**src/rtl/adder_arb_pkg.sv**
```systemverilog
// Shared definitions for the shared-adder arbiter.
// Holds the FSM state encoding and a one-hot helper used to build the ack vector.
package adder_arb_pkg;

  // Upper bound on requesters; onehot() returns this many bits and callers slice.
  localparam int unsigned MAX_REQ = 8;

  typedef logic [1:0] state_t;

  localparam state_t ST_IDLE    = 2'd0;
  localparam state_t ST_DRIVE   = 2'd1;
  localparam state_t ST_CAPTURE = 2'd2;

  function automatic logic [MAX_REQ-1:0] onehot(input logic [2:0] idx);
    logic [MAX_REQ-1:0] v;
    v      = '0;
    v[idx] = 1'b1;
    return v;
  endfunction

endpackage

```
**src/rtl/rr_pick.sv**
```systemverilog
// Combinational round-robin selector.
// Ports:
//   req_i   - eligible request vector
//   ptr_i   - last served index; search starts at ptr_i+1 and wraps
//   found_o - at least one request is eligible
//   idx_o   - index of the first eligible request after ptr_i
module rr_pick #(
  parameter int unsigned NREQ = 4
) (
  input  logic [NREQ-1:0]          req_i,
  input  logic [$clog2(NREQ)-1:0]  ptr_i,
  output logic                     found_o,
  output logic [$clog2(NREQ)-1:0]  idx_o
);

  localparam int unsigned IdxW = $clog2(NREQ);

  logic [IdxW-1:0] cand;

  always_comb begin
    found_o = 1'b0;
    idx_o   = '0;
    cand    = '0;
    for (int unsigned k = 1; k <= NREQ; k++) begin
      cand = IdxW'((32'(ptr_i) + k) % NREQ);
      if (!found_o && req_i[cand]) begin
        found_o = 1'b1;
        idx_o   = cand;
      end
    end
  end

endmodule

```
**src/rtl/adder_bus_arbiter.sv**
```systemverilog
// Round-robin arbiter sharing one tri-state adder among NREQ requesters.
// A granted requester's operands are latched, driven with add_en high for SETTLE+1
// cycles, and the adder bus is sampled in the last of those cycles; the result is
// returned with a one-cycle one-hot ack.
// Ports:
//   clk, rst        - clock; synchronous active-high reset
//   req             - request levels, held until the matching ack
//   a_flat, b_flat  - packed operands, requester i at [i*W +: W]
//   ack, sum        - one-hot result strobe and captured sum (held between acks)
//   gnt_id, busy    - current/last grant index; operation in flight
//   add_a, add_b    - adder operands (zero when idle)
//   add_en          - adder enable (this block is its only driver)
//   add_c           - adder result bus, undriven while add_en is low
module adder_bus_arbiter
  import adder_arb_pkg::*;
#(
  parameter int unsigned NREQ   = 4,
  parameter int unsigned W      = 4,
  parameter int unsigned SETTLE = 1
) (
  input  logic                    clk,
  input  logic                    rst,
  input  logic [NREQ-1:0]         req,
  input  logic [NREQ*W-1:0]       a_flat,
  input  logic [NREQ*W-1:0]       b_flat,
  output logic [NREQ-1:0]         ack,
  output logic [W-1:0]            sum,
  output logic [$clog2(NREQ)-1:0] gnt_id,
  output logic                    busy,
  output logic [W-1:0]            add_a,
  output logic [W-1:0]            add_b,
  output logic                    add_en,
  input  logic [W-1:0]            add_c
);

  localparam int unsigned IdxW = $clog2(NREQ);
  localparam int unsigned CntW = (SETTLE > 1) ? $clog2(SETTLE) : 1;

  state_t            state_q, state_d;
  logic [CntW-1:0]   cnt_q, cnt_d;
  logic [W-1:0]      op_a_q, op_a_d;
  logic [W-1:0]      op_b_q, op_b_d;
  logic [W-1:0]      sum_q, sum_d;
  logic [NREQ-1:0]   ack_q, ack_d;
  logic [IdxW-1:0]   gnt_q, gnt_d;
  logic [IdxW-1:0]   ptr_q, ptr_d;
  logic [MAX_REQ-1:0] gnt_oh;

  logic              pick_found;
  logic [IdxW-1:0]   pick_idx;

  // A requester being acked this cycle may still show req; mask it so a late drop
  // does not earn it a second grant.
  rr_pick #(
    .NREQ (NREQ)
  ) u_rr_pick (
    .req_i   (req & ~ack_q),
    .ptr_i   (ptr_q),
    .found_o (pick_found),
    .idx_o   (pick_idx)
  );

  always_comb begin
    state_d = state_q;
    cnt_d   = cnt_q;
    op_a_d  = op_a_q;
    op_b_d  = op_b_q;
    sum_d   = sum_q;
    ack_d   = '0;
    gnt_d   = gnt_q;
    ptr_d   = ptr_q;
    gnt_oh  = onehot(3'(gnt_q));
    case (state_q)
      ST_IDLE: begin
        if (pick_found) begin
          op_a_d  = a_flat[32'(pick_idx) * W +: W];
          op_b_d  = b_flat[32'(pick_idx) * W +: W];
          gnt_d   = pick_idx;
          cnt_d   = CntW'(SETTLE - 1);
          state_d = ST_DRIVE;
        end
      end
      ST_DRIVE: begin
        if (cnt_q == '0) begin
          state_d = ST_CAPTURE;
        end else begin
          cnt_d = cnt_q - 1'b1;
        end
      end
      ST_CAPTURE: begin
        // add_en is still high here, so add_c is a driven value.
        sum_d   = add_c;
        ack_d   = gnt_oh[NREQ-1:0];
        ptr_d   = gnt_q;
        state_d = ST_IDLE;
      end
      default: state_d = ST_IDLE;
    endcase
  end

  always_ff @(posedge clk) begin
    if (rst) begin
      state_q <= ST_IDLE;
      cnt_q   <= '0;
      op_a_q  <= '0;
      op_b_q  <= '0;
      sum_q   <= '0;
      ack_q   <= '0;
      gnt_q   <= '0;
      ptr_q   <= IdxW'(NREQ - 1);
    end else begin
      state_q <= state_d;
      cnt_q   <= cnt_d;
      op_a_q  <= op_a_d;
      op_b_q  <= op_b_d;
      sum_q   <= sum_d;
      ack_q   <= ack_d;
      gnt_q   <= gnt_d;
      ptr_q   <= ptr_d;
    end
  end

  always_comb begin
    add_en = (state_q != ST_IDLE);
    busy   = add_en;
    add_a  = add_en ? op_a_q : '0;
    add_b  = add_en ? op_b_q : '0;
    ack    = ack_q;
    sum    = sum_q;
    gnt_id = gnt_q;
  end

endmodule

```
**config.mk**
```make
export PLATFORM = sky130hd
export DESIGN_NAME = adder_bus_arbiter
export DESIGN_NICKNAME = d
export VERILOG_FILES = /design/src/rtl/adder_arb_pkg.sv /design/src/rtl/rr_pick.sv /design/src/rtl/adder_bus_arbiter.sv
export SDC_FILE = /design/constraint.sdc
export NUM_CORES = 1
export LEC_CHECK = 0
export BUFFER_PORTS_ARGS = -buffer_cell sky130_fd_sc_hd__clkbuf_2
export CORE_UTILIZATION = 50
export CTS_CLUSTER_DIAMETER = 60
export DETAILED_ROUTE_END_ITERATION = 8
export PLACE_DENSITY = 0.84
export SYNTH_ARGS = -nofsm -noshare
export SYNTH_HDL_FRONTEND = slang
export SYNTH_SLANG_ARGS = --single-unit
```
**constraint.sdc**
```tcl
create_clock -name clk -period 5.1 [get_ports clk]
set_input_delay 1.02 -clock clk [delete_from_list [all_inputs] [get_ports clk]]
set_output_delay 1.02 -clock clk [all_outputs]
set_load 0.02 [all_outputs]
```
==> results.txt, run 1 <==
----------------------------------------------------
[Detailed routing]
  Post-DR vias/cell ... 5.83
  Detailed Routing Iterations Pass 1 ... 4
  Remaining DRCs ... 0
  Per-cell routed wire length ... 13.6 um
  WL final ... 3.48 mm
  Total via count after detailed routing ... 1499
  Antenna viol nets, final ... 0
  Starting DRT DRC Count ... 34

[Finish]
  Count of nets after finishing ... 270
  Layout filler cell count ... 235
  Final instance count without filler cells ... 257
  Area grow syn2layout ... 21.4%
  Antenna cell count ... 0
  Share of final-layout standard cells stronger than drive strength 1 ... 0.348

[Global routing]
  Overall fraction of global-route tracks in use ... 0.241
  Initial antenna violation count ... 0
  GRT Residual Overflow ... 0
  Pin count of the biggest net entering global routing ... 18
  First-pass GRT wire length ... 5.13 mm
  Vias in the first global route ... 1164

[Logic synthesis]
  Post-Synthesis Net Count ... 214
  Netlist Area Pre-Place ... 1410 um^2
  Sequential area share after synthesis ... 0.313
  Main synth FF type ... sky130_fd_sc_hd__dfxtp_1
  Synth unique cells ... 43
  Instance count of the mapped netlist ... 172
  Async set or reset register ratio after synthesis ... 0
  Total of flip-flops plus latches after synthesis ... 22
  Total number of yosys warnings ... 0
  Number of synthesized flops with an enable pin ... 0
  Post-Synthesis Mean Instance Area ... 8.18 um^2

[Critical path]
  Buf/Inv on CP ... 1
  Critical path, cell by cell ... clkbuf_2, and4bb_2, a211oi_1, o21a_1, nor3b_4, a211o_1
  Crit-path leading delay family ... compound AO/OA/AOI/OAI gates
  Worst stage delay on the critical path ... 420 ps
  Required time reported for the critical path endpoint ... 5320 ps
  Category of the critical setup timing path ... input pin to flop
  CP endpoint kind ... flop
  Startpoint type of the worst setup path ... input pin
  Worst EP arrival ... 2580 ps
  Slowest stage cell, crit path ... sky130_fd_sc_hd__o21a_1
  Biggest fanout along the worst timing path ... 9
  Slack of the worst reg-to-reg path ... 3090 ps

[Clock tree]
  Post-CTS repair timing setup buffer count ... 0
  Gates resized, CTS repair ... 0
  Clock-pin transition on the worst setup and hold timing paths ... 120 ps
  Clock tree from TritonCTS ... done
  Clock latency at the later pin of the worst-skew pair ... 310 ps
  Quantity of hold-fixing buffers added after cts ... 0
  Total clock buffers created by CTS ... 3
  Clock Path Buffers ... 2
  Root Driver ... sky130_fd_sc_hd__clkbuf_4
  Total number of H-tree levels ... 1
  CTS Sinks ... 22

[Power]
  Overall power of the completed layout ... 0.435 mW
  Pwr dens ... 255 nW/um^2
  Internal cell power ... 0.287 mW
  Leakage power ... 0.808 nW
  Switch share ... 0.340
  Clock power frac ... 0.222
  Part of the power in combinational logic ... 0.321
  Share of total power in sequential cells ... 0.457
  Net switching power ... 0.148 mW
  Maximum VDD drop ... 0.201 mV

[Run]
  Number of violations of the max-capacitance limit ... 0

[Status]
  Outcome ... finished, final reports clean

[Place]
  Placer's final routability congestion estimate ... 0.836
  Half-perimeter wire length of the detailed placement result ... 2.61 mm
  Number of placed cells counting well taps ... 253
  Number of port buffers ... 61

[STA]
  Worst Tran Pin Value ... 660 ps
  Final min period ... 2360 ps
  Final total negative setup slack ... 0 ps
  Final clock period utilization by the worst path ... 0.463
  Fin. Hold Viols ... 0
  Setup violations, final ... 0
  Final-report max-slew violation count ... 0
  Worst slew margin relative to its limit ... 0.560
  Highest attainable clock frequency ... 424 MHz
  Unrepaired setup endpoints after global routing ... false
  Worst clock skew ... 4.99 ps
  Fin Hold WS ... 467 ps

[Worst hold path]
  Path type of the worst min-delay path ... flop to flop

[Floorplanning]
  Total number of placement rows ... 18
  Horizontal die dimension ... 55.0 um
  Die Height ... 55.0 um
  Core Region ... 2570 um^2
  Die ar. ... 3030 um^2
  Initial cell density of the core ... 0.548
  I/O Pins ... 62

----------------------------------------------------
## worst register-to-register path: stages, from the launching register on
cell                       delay (ps)
sky130_fd_sc_hd__dfxtp_1          430
sky130_fd_sc_hd__and4bb_2         290
sky130_fd_sc_hd__a211oi_1         330
sky130_fd_sc_hd__o21a_1           420
sky130_fd_sc_hd__nor3b_4          130
sky130_fd_sc_hd__a211o_1          310
## power groups by stage
| stage | Clock, mW | Sequential [mW] | Combinational [mW] |
|---|---|---|---|
| 4_1_cts | 0.0977 | 0.198 | 0.139 |
| 2_1_floorplan | 0 | 0.203 | 0.0998 |
| 5_1_grt | 0.106 | 0.200 | 0.154 |
| 3_3_place_gp | 0 | 0.202 | 0.137 |
| 3_5_place_dp | 0 | 0.202 | 0.138 |
| 6_report | 0.0964 | 0.199 | 0.140 |
## through the flow
step | util | worst slack, ps | cell area [um^2]
6_report | 0.665 | 2740 | 1710
5_1_grt | 0.665 | 2650 | 1710
2_1_floorplan | - | 2780 | 1410
3_5_place_dp | 0.651 | 2410 | 1670
3_3_place_gp | 0.651 | 2480 | 1670
4_1_cts | 0.665 | 2750 | 1710
## cell usage after synthesis (4+ instances only)
cell type / instances / area share
sky130_fd_sc_hd__nor2_1: 12 / 0.032
sky130_fd_sc_hd__or4_1: 8 / 0.043
sky130_fd_sc_hd__nand4_1: 8 / 0.036
sky130_fd_sc_hd__a21oi_1: 13 / 0.046
sky130_fd_sc_hd__o22ai_1: 8 / 0.036
sky130_fd_sc_hd__nor3b_1: 4 / 0.021
sky130_fd_sc_hd__nand2_1: 22 / 0.059
sky130_fd_sc_hd__o31ai_1: 8 / 0.043
sky130_fd_sc_hd__dfxtp_1: 22 / 0.31
sky130_fd_sc_hd__nand2b_1: 4 / 0.018
sky130_fd_sc_hd__a211o_1: 8 / 0.050
sky130_fd_sc_hd__inv_1: 10 / 0.027
## cells in the final DEF, fill, tap and decap left out, drive strengths merged, types with 5 or more instances in the layout
master	count
a211o	8
a21oi	14
clkbuf	65
dfxtp	22
inv	10
nand2	22
nand2b	6
nand4	8
nor2	13
nor3b	5
o22ai	8
o31ai	8
or4	8
## final cells by class
class | instances | area [um^2] | area share
multi-input cells | 130 | 850 | 0.498
repair buffers | 61 | 305 | 0.179
clock buffers | 4 | 36.3 | 0.0213
flip-flops and latches | 22 | 440 | 0.258
well taps | 30 | 37.5 | 0.0220
inverters | 10 | 37.5 | 0.0220
## sequential cells by signal, summed over array words and instances (netlist names)
signal and cells:
op_a_q 4, ack 4, gnt_id 2, op_b_q 4, state_q 2, ptr_q 2
sum 4
## routing by layer
layer  vias to the layer above  track usage  share of wire
li1                        753            -              -
met2                        74        0.380           0.44
met4                         0       0.0958          0.014
met1                       667        0.334           0.45
met3                         5       0.0246          0.090
met5                         -            0              0
## cell families after synthesis
logic type             synth area share
AND/OR/NAND/NOR                   0.356
AO/OA/AOI/OAI                     0.241
flip-flops                        0.313
buffers and inverters            0.0827
multiplexers                    0.00712
## final timing paths
| kind | from | to | cells after the start |
|---|---|---|---|
| worst max-delay path | req[3] | op_a_q[2] | 6 |
| worst min-delay path | sum[2] | sum[2] | 2 |
| worst max register to register | ptr_q[1] | op_a_q[2] | 5 |
| worst min register to register | sum[2] | sum[2] | 2 |
Note: power is estimated with default switching activity, not from simulation.
==> run 2, diff against run 1 <==
CORE_UTILIZATION = 47   (was 50)
PLACE_DENSITY = 0.8   (was 0.84)
clock period = 2.3 ns   (was 5.1 ns; I/O delays follow)
==> run 2 against run 1 <==
Compared with the run above: critical endpoint is now op_b_q[2]; final cell count is 1.2% higher; the flow now finishes with violations (DRC); worst setup slack worse by 2400 ps; sequential share of layout area down 0.24 points; via count rose by 0.33%; clock-buffer cell count stayed put; clock skew is essentially flat.
==> results.txt, run 2 (synthesis gave the netlist of run 1 again) <==
----------------------------------------------------
[Status]
  Outcome ... finished, violations left
  Failing checks ... DRC

[Finish]
  Area occupied by multi-input gates ... 850 um^2 (unchanged)
  Final core area utilization ... 0.614 (-0.0505)
  Combined flip-flop and latch cell area ... 440 um^2 (unchanged)
  Antenna cell count ... 0 (unchanged)
  Share of final-layout standard cells stronger than drive strength 1 ... 0.354 (+0.00569)
  Layout filler cell count ... 258 (+9.8%)
  Cell area after layout ... 1720 um^2 (+0.95%)
  Area grow syn2layout ... 22.5%
  Commonest cells after routing, fill and taps aside ... 61 x sky130_fd_sc_hd__clkbuf_2, 22 x sky130_fd_sc_hd__nand2_1, 22 x sky130_fd_sc_hd__dfxtp_1, 13 x sky130_fd_sc_hd__a21oi_1, 12 x sky130_fd_sc_hd__nor2_1
  Count of nets after finishing ... 272 (+0.74%)
  Commonest non-fill, non-tap cell in the layout ... sky130_fd_sc_hd__clkbuf_2

[Clock tree]
  Total clock buffers created by CTS ... 3 (unchanged)
  Clock tree from TritonCTS ... done
  Clock latency at the later pin of the worst-skew pair ... 310 ps (about the same)
  CTS Sinks ... 22 (unchanged)
  Post-CTS repair timing setup buffer count ... 0 (unchanged)
  Gates resized, CTS repair ... 0 (unchanged)
  Total number of H-tree levels ... 1 (unchanged)
  Clock-pin transition on the worst setup and hold timing paths ... 120 ps (about the same)
  Quantity of hold-fixing buffers added after cts ... 0 (unchanged)
  Clock Path Buffers ... 2 (unchanged)
  Root Driver ... sky130_fd_sc_hd__clkbuf_4

[Global routing]
  Vias in the first global route ... 1290 (+11%)
  Initial antenna violation count ... 0 (unchanged)
  GRT Residual Overflow ... 0 (unchanged)
  Pin count of the biggest net entering global routing ... 18 (unchanged)
  First-pass GRT wire length ... 5.50 mm (+7.1%)
  Overall fraction of global-route tracks in use ... 0.217 (-0.0241)

[STA]
  Final total negative setup slack ... 0 ps (unchanged)
  Final clock period utilization by the worst path ... 0.851
  Worst Tran Pin Value ... 589 ps (-71.0 ps)
  Highest attainable clock frequency ... 511 MHz
  Worst slew margin relative to its limit ... 0.607 (+0.0473)
  Worst clock skew ... 5.42 ps (+0.429 ps)
  Fin. Hold Viols ... 0 (unchanged)
  Setup violations, final ... 0 (unchanged)
  Fin Hold WS ... 351 ps (-116 ps)
  Final min period ... 1960 ps
  Unrepaired setup endpoints after global routing ... false
  Final-report max-slew violation count ... 0 (unchanged)

[Detailed routing]
  Remaining DRCs ... 11 (+11)
  Total via count after detailed routing ... 1504 (+0.33%)
  Detailed Routing Iterations Pass 1 ... 6 (+2)
  Post-DR vias/cell ... 5.78 (-0.82%)
  WL final ... 3.54 mm (+1.7%)
  Starting DRT DRC Count ... 111 (+230%)
  Antenna viol nets, final ... 0 (unchanged)
  Per-cell routed wire length ... 13.6 um (+0.49%)

[Power]
  Pwr dens ... 562 nW/um^2 (+120%)
  Leakage power ... 0.817 nW (+1.2%)
  Net switching power ... 0.328 mW (+120%)
  Overall power of the completed layout ... 0.968 mW (+120%)
  Maximum VDD drop ... 0.271 mV (+35%)
  Share of total power in sequential cells ... 0.456 (about the same)
  Clock power frac ... 0.220 (-0.002)
  Internal cell power ... 0.640 mW (+120%)
  Switch share ... 0.339 (-0.00112)
  Part of the power in combinational logic ... 0.325 (+0.004)

[Floorplanning]
  Horizontal die dimension ... 56.7 um (+3.0%)
  Core Region ... 2810 um^2 (+9.3%)
  Die ar. ... 3210 um^2 (+6.1%)
  I/O Pins ... 62 (unchanged)
  Die Height ... 56.7 um (+3.0%)
  Total number of placement rows ... 19 (+1)
  Initial cell density of the core ... 0.501 (-0.0464)

[Critical path]
  Worst EP arrival ... 2160 ps (-420 ps)
  Crit-path leading delay family ... compound AO/OA/AOI/OAI gates
  Startpoint type of the worst setup path ... flop
  Worst stage delay on the critical path ... 450 ps (+30 ps)
  Buf/Inv on CP ... 0 (-1)
  Critical path, cell by cell ... and4bb_2, a211oi_1, o21a_1, nor3b_4, a211o_1
  Category of the critical setup timing path ... flop to flop
  Slowest stage cell, crit path ... sky130_fd_sc_hd__dfxtp_1
  CP endpoint kind ... flop
  Required time reported for the critical path endpoint ... 2510 ps (-2810 ps)
  Biggest fanout along the worst timing path ... 9 (unchanged)

[Place]
  Half-perimeter wire length of the detailed placement result ... 2.69 mm (+3.0%)
  Post-detailed-placement cell area ... 1690 um^2 (+0.97%)
  Placer's final routability congestion estimate ... 0.834 (-0.29%)
  Number of port buffers ... 61 (unchanged)

[Run]
  Number of violations of the max-capacitance limit ... 0 (unchanged)

[Worst hold path]
  Path type of the worst min-delay path ... input pin to flop

----------------------------------------------------
## run 2: cell count changes in the layout (fill, tap and decap cells not counted)
cell,change
sky130_fd_sc_hd__buf_4,+2
## run 2: metrics by stage
step | std cells | worst slack, ps
after global placement | 256 | 244
final | 260 | 342
after CTS | 260 | 355
after floorplan | 172 | 517
after detailed placement | 256 | 216
after global routing | 260 | 233
## run 2: worst reg2reg max path: stages (launching register included)
cell,delay [ps]
sky130_fd_sc_hd__dfxtp_1,450
sky130_fd_sc_hd__and4bb_2,270
sky130_fd_sc_hd__a211oi_1,290
sky130_fd_sc_hd__o21a_1,400
sky130_fd_sc_hd__nor3b_4,130
sky130_fd_sc_hd__a211o_1,320
## run 2: per-layer routing
metal,track usage,vias up,wire length (um)
met5,0,-,0
met2,0.352,73,1550
met3,0.0230,9,241
met4,0.0607,0,50
li1,-,758,-
met1,0.302,664,1700
## run 2: power groups by stage
stage	clock network [mW]	logic, mW	registers, mW
2_1_floorplan	0	0.221	0.451
3_3_place_gp	0	0.309	0.448
3_5_place_dp	0	0.311	0.449
4_1_cts	0.215	0.312	0.440
5_1_grt	0.233	0.343	0.445
6_report	0.213	0.314	0.441
## run 2: cell type report
cell class	count	area share
Timing Repair Buffer	63	0.186
Tap cell	31	0.0225
Clock buffer	4	0.0211
Sequential cell	22	0.256
Inverter	10	0.0218
Multi-Input combinational cell	130	0.493
## run 2: worst paths after layout
kind / start / endpoint / slack [ps] / cells past startpoint
worst max-delay path: ptr_q[0] / op_b_q[2] / 340 / 5
worst min-delay path: a_flat[7] / op_a_q[3] / 350 / 2
worst max register to register: ptr_q[0] / op_b_q[2] / 340 / 5
worst min register to register: sum[3] / sum[3] / 460 / 2
==> run 3, diff against run 2 <==
CORE_UTILIZATION = 43   (was 47)
PLACE_DENSITY = 0.85   (was 0.8)
SYNTH_HIERARCHICAL = 1   (was default)
==> run 3 against run 2 <==
Compared with the run above: the run now ends clean; final cell count shrank 18%; clock power is 3% lower; area after synthesis down 20%; die area fell by 12%; sequential cell count stayed put; highest routed layer unchanged.
==> results.txt, run 3 <==
----------------------------------------------------
[Status]
  Outcome ... finished, final reports clean

[Logic synthesis]
  Total number of yosys warnings ... 6 (+6)
  Most frequent cell after synthesis ... sky130_fd_sc_hd__nand2_1
  Total of flip-flops plus latches after synthesis ... 22 (unchanged)
  Area leader, netlist ... sky130_fd_sc_hd__dfxtp_1
  Post-Synthesis Mean Instance Area ... 9.12 um^2 (+12%)
  Post-Synthesis Net Count ... 165 (-23%)
  Netlist Area Pre-Place ... 1120 um^2 (-20%)
  Sequential area share after synthesis ... 0.392 (+0.0793)
  Async set or reset register ratio after synthesis ... 0 (unchanged)
  Largest cells by area after synthesis ... sky130_fd_sc_hd__dfxtp_1 39%, sky130_fd_sc_hd__mux4_2 16%, sky130_fd_sc_hd__nand2_1 11%
  Main synth FF type ... sky130_fd_sc_hd__dfxtp_1
  Cell types with the highest counts after synthesis ... 33 x sky130_fd_sc_hd__nand2_1, 22 x sky130_fd_sc_hd__dfxtp_1, 16 x sky130_fd_sc_hd__a21oi_1
  Yosys top cell area share ... 0.392 (+0.0793)
  Synth unique cells ... 25 (-42%)
  Number of synthesized flops with an enable pin ... 0 (unchanged)
  Instance count of the mapped netlist ... 123 (-28%)

[Critical path]
  Slack of the worst reg-to-reg path ... 240 ps (-100 ps)
  Dominant cell type by count on the critical path ... sky130_fd_sc_hd__a21oi_1
  Category of the critical setup timing path ... flop to flop
  Worst R2R Start ... ack[3]
  CP endpoint kind ... flop
  Required time reported for the critical path endpoint ... 2480 ps (-30 ps)
  Worst stage delay on the critical path ... 700 ps (+250 ps)
  Slowest stage cell, crit path ... sky130_fd_sc_hd__a21oi_1
  Worst EP arrival ... 2240 ps (+80 ps)
  Critical path, cell by cell ... nor2b_1, a31oi_1, a21oi_1, mux4_2, nand2_1, a21oi_1
  Startpoint type of the worst setup path ... flop
  Biggest fanout along the worst timing path ... 9 (unchanged)
  Number of cells on the worst reg-to-reg path ... 6 (+1)
  Endpoint of the worst-slack reg-to-reg timing path ... op_a_q[1]

[Finish]
  Commonest non-fill, non-tap cell in the layout ... sky130_fd_sc_hd__clkbuf_2
  Share of final-layout standard cells stronger than drive strength 1 ... 0.423 (+0.0694)
  Count of nets after finishing ... 225 (-17%)
  Layout filler cell count ... 227 (-12%)
  Antenna cell count ... 0 (unchanged)
  Area grow syn2layout ... 31.7%
  Final instance count without filler cells ... 212 (-18%)
  Final core area utilization ... 0.596 (-0.0177)
  Cell area after layout ... 1480 um^2 (-14%)
  Commonest cells after routing, fill and taps aside ... 61 x sky130_fd_sc_hd__clkbuf_2, 33 x sky130_fd_sc_hd__nand2_1, 22 x sky130_fd_sc_hd__dfxtp_1, 16 x sky130_fd_sc_hd__a21oi_1, 13 x sky130_fd_sc_hd__nor2b_1

[Place]
  Half-perimeter wire length of the detailed placement result ... 2.16 mm (-20%)
  Number of placed cells counting well taps ... 208 (-19%)
  Post-detailed-placement cell area ... 1440 um^2 (-15%)
  Pre-CTS setup slack ... -19.5 ps (-235 ps)
  Placer's final routability congestion estimate ... 0.764 (-8.3%)
  Number of port buffers ... 61 (unchanged)

[Floorplanning]
  Total number of placement rows ... 18 (-1)
  Initial cell density of the core ... 0.453 (-0.0483)
  Die Height ... 53.1 um (-6.4%)
  I/O Pins ... 62 (unchanged)
  Horizontal die dimension ... 53.1 um (-6.4%)
  Core Region ... 2480 um^2 (-12%)
  Die ar. ... 2820 um^2 (-12%)

[Global routing]
  Vias in the first global route ... 994 (-23%)
  Pin count of the biggest net entering global routing ... 23 (+5)
  GRT Residual Overflow ... 0 (unchanged)
  Initial antenna violation count ... 0 (unchanged)
  Overall fraction of global-route tracks in use ... 0.198 (-0.0182)
  Grt met1 use ... 0.205 (-0.0971)
  First-pass GRT wire length ... 4.02 mm (-27%)
  Met2 track utilization from global routing ... 0.384 (+0.0319)
  GR Util met3 ... 0.0345 (+0.0114)
  GR peak layer ... met2

[Detailed routing]
  Per-cell routed wire length ... 12.3 um (-9.5%)
  Post-DR vias/cell ... 5.10 (-12%)
  Antenna viol nets, final ... 0 (unchanged)
  Detailed Routing Iterations Pass 1 ... 4 (-2)
  WL final ... 2.61 mm (-26%)
  Starting DRT DRC Count ... 15 (-86%)
  Total via count after detailed routing ... 1082 (-28%)
  Remaining DRCs ... 0 (-11)

[Power]
  Leakage power ... 0.694 nW (-15%)
  Internal cell power ... 0.632 mW (-1.3%)
  Clock power frac ... 0.231 (+0.011)
  Switch share ... 0.294 (-0.0444)
  Maximum VDD drop ... 0.430 mV (+58%)
  Overall power of the completed layout ... 0.896 mW (-7.5%)
  Share of total power in sequential cells ... 0.484 (+0.028)
  Net switching power ... 0.264 mW (-20%)
  Pwr dens ... 606 nW/um^2 (+7.9%)
  Part of the power in combinational logic ... 0.285 (-0.040)

[Worst hold path]
  Hold_sp ... add_c[1]
  Instance count along the most critical hold path ... 3 (+1)
  Worst Hold End ... sum[1]
  Path type of the worst min-delay path ... input pin to flop

[STA]
  Highest attainable clock frequency ... 486 MHz (-4.8%)
  Final clock period utilization by the worst path ... 0.894 (+0.0430)
  Unrepaired setup endpoints after global routing ... false
  Worst slew margin relative to its limit ... 0.405 (-0.202)
  Worst Tran Pin Value ... 892 ps (+303 ps)
  Fin. Hold Viols ... 0 (unchanged)
  Setup violations, final ... 0 (unchanged)
  Final min period ... 2060 ps (+98.8 ps)
  Final-report max-slew violation count ... 0 (unchanged)
  Least setup slack across all paths after layout ... 244 ps (-98.8 ps)
  Worst clock skew ... 2.50 ps (-2.92 ps)

[Clock tree]
  Gates resized, CTS repair ... 0 (unchanged)
  Total clock buffers created by CTS ... 3 (unchanged)
  Root Driver ... sky130_fd_sc_hd__clkbuf_4
  Clock-pin transition on the worst setup and hold timing paths ... 120 ps (about the same)
  Clock tree from TritonCTS ... done
  Clock Path Buffers ... 2 (unchanged)
  Clock latency at the later pin of the worst-skew pair ... 300 ps (about the same)
  Quantity of hold-fixing buffers added after cts ... 0 (unchanged)
  Post-CTS repair timing setup buffer count ... 0 (unchanged)
  Total number of H-tree levels ... 1 (unchanged)
  CTS Sinks ... 22 (unchanged)

[Run]
  Number of violations of the max-capacitance limit ... 0 (unchanged)

----------------------------------------------------
-- run 3: cell types whose count changed in the layout (fill, tap and decap cells not counted), moves of 8 or more --
cell                      before  now
sky130_fd_sc_hd__nor2_1       12    4
sky130_fd_sc_hd__or4_1         8    0
sky130_fd_sc_hd__nand2_1      22   33
sky130_fd_sc_hd__a211o_1       8    0
sky130_fd_sc_hd__o22ai_1       8    0
sky130_fd_sc_hd__nor2b_1       2   13
sky130_fd_sc_hd__o31ai_1       8    0
sky130_fd_sc_hd__nand4_1       8    0
sky130_fd_sc_hd__mux4_2        0    8
sky130_fd_sc_hd__inv_1        10    2
-- run 3: per-stage QoR --
| step | hold slack, ps | TNS (ps) |
|---|---|---|
| after floorplan | 432 | 0 |
| after global placement | 439 | 0 |
| after detailed placement | 445 | -55.4 |
| after CTS | 371 | 0 |
| after global routing | 358 | 0 |
| final | 368 | 0 |
-- run 3: how the worst max path moves through the flow --
| stage | start | endpoint | cells after the start |
|---|---|---|---|
| after floorplan | req[3] | op_a_q[2] | 8 |
| after detailed placement | req[0] | op_a_q[1] | 8 |
| final | ack[3] | op_a_q[1] | 6 |
| after CTS | ack[3] | op_a_q[1] | 6 |
| after global routing | ack[0] | op_b_q[3] | 7 |
| after global placement | req[3] | op_b_q[1] | 7 |
-- run 3: layout make-up --
cell class | count | area, um^2 | share of cell area
Multi-Input combinational cell | 92 | 631 | 0.427
Sequential cell | 22 | 440 | 0.298
Timing Repair Buffer | 62 | 325 | 0.220
Tap cell | 30 | 37.5 | 0.0254
Clock buffer | 4 | 36.3 | 0.0246
Inverter | 2 | 7.51 | 0.00508
-- run 3: cell families after synthesis --
| logic type | synth area share |
|---|---|
| simple gates | 0.294 |
| flops | 0.392 |
| compound gates | 0.0981 |
| mux | 0.169 |
| buf+inv | 0.0457 |
-- run 3: layer usage --
metal,up-vias,wire [um]
met5,-,0
met2,28,1470
met1,511,981
met3,4,113
met4,0,47
li1,539,-
-- run 3: critical path: cells and delay by family, from the launching register on --
| kind | cells | cell delay [ps] |
|---|---|---|
| AND/OR/NAND/NOR | 2 | 300 |
| flip-flops | 1 | 330 |
| multiplexers | 1 | 420 |
| AO/OA/AOI/OAI | 3 | 890 |
-- run 3: power by group through the flow --
stage | clock [mW] | combinational, mW | sequential (mW)
after floorplan | 0 | 0.174 | 0.445
after global placement | 0 | 0.246 | 0.440
after detailed placement | 0 | 0.257 | 0.442
after CTS | 0.208 | 0.258 | 0.434
after global routing | 0.226 | 0.280 | 0.439
final | 0.207 | 0.255 | 0.433
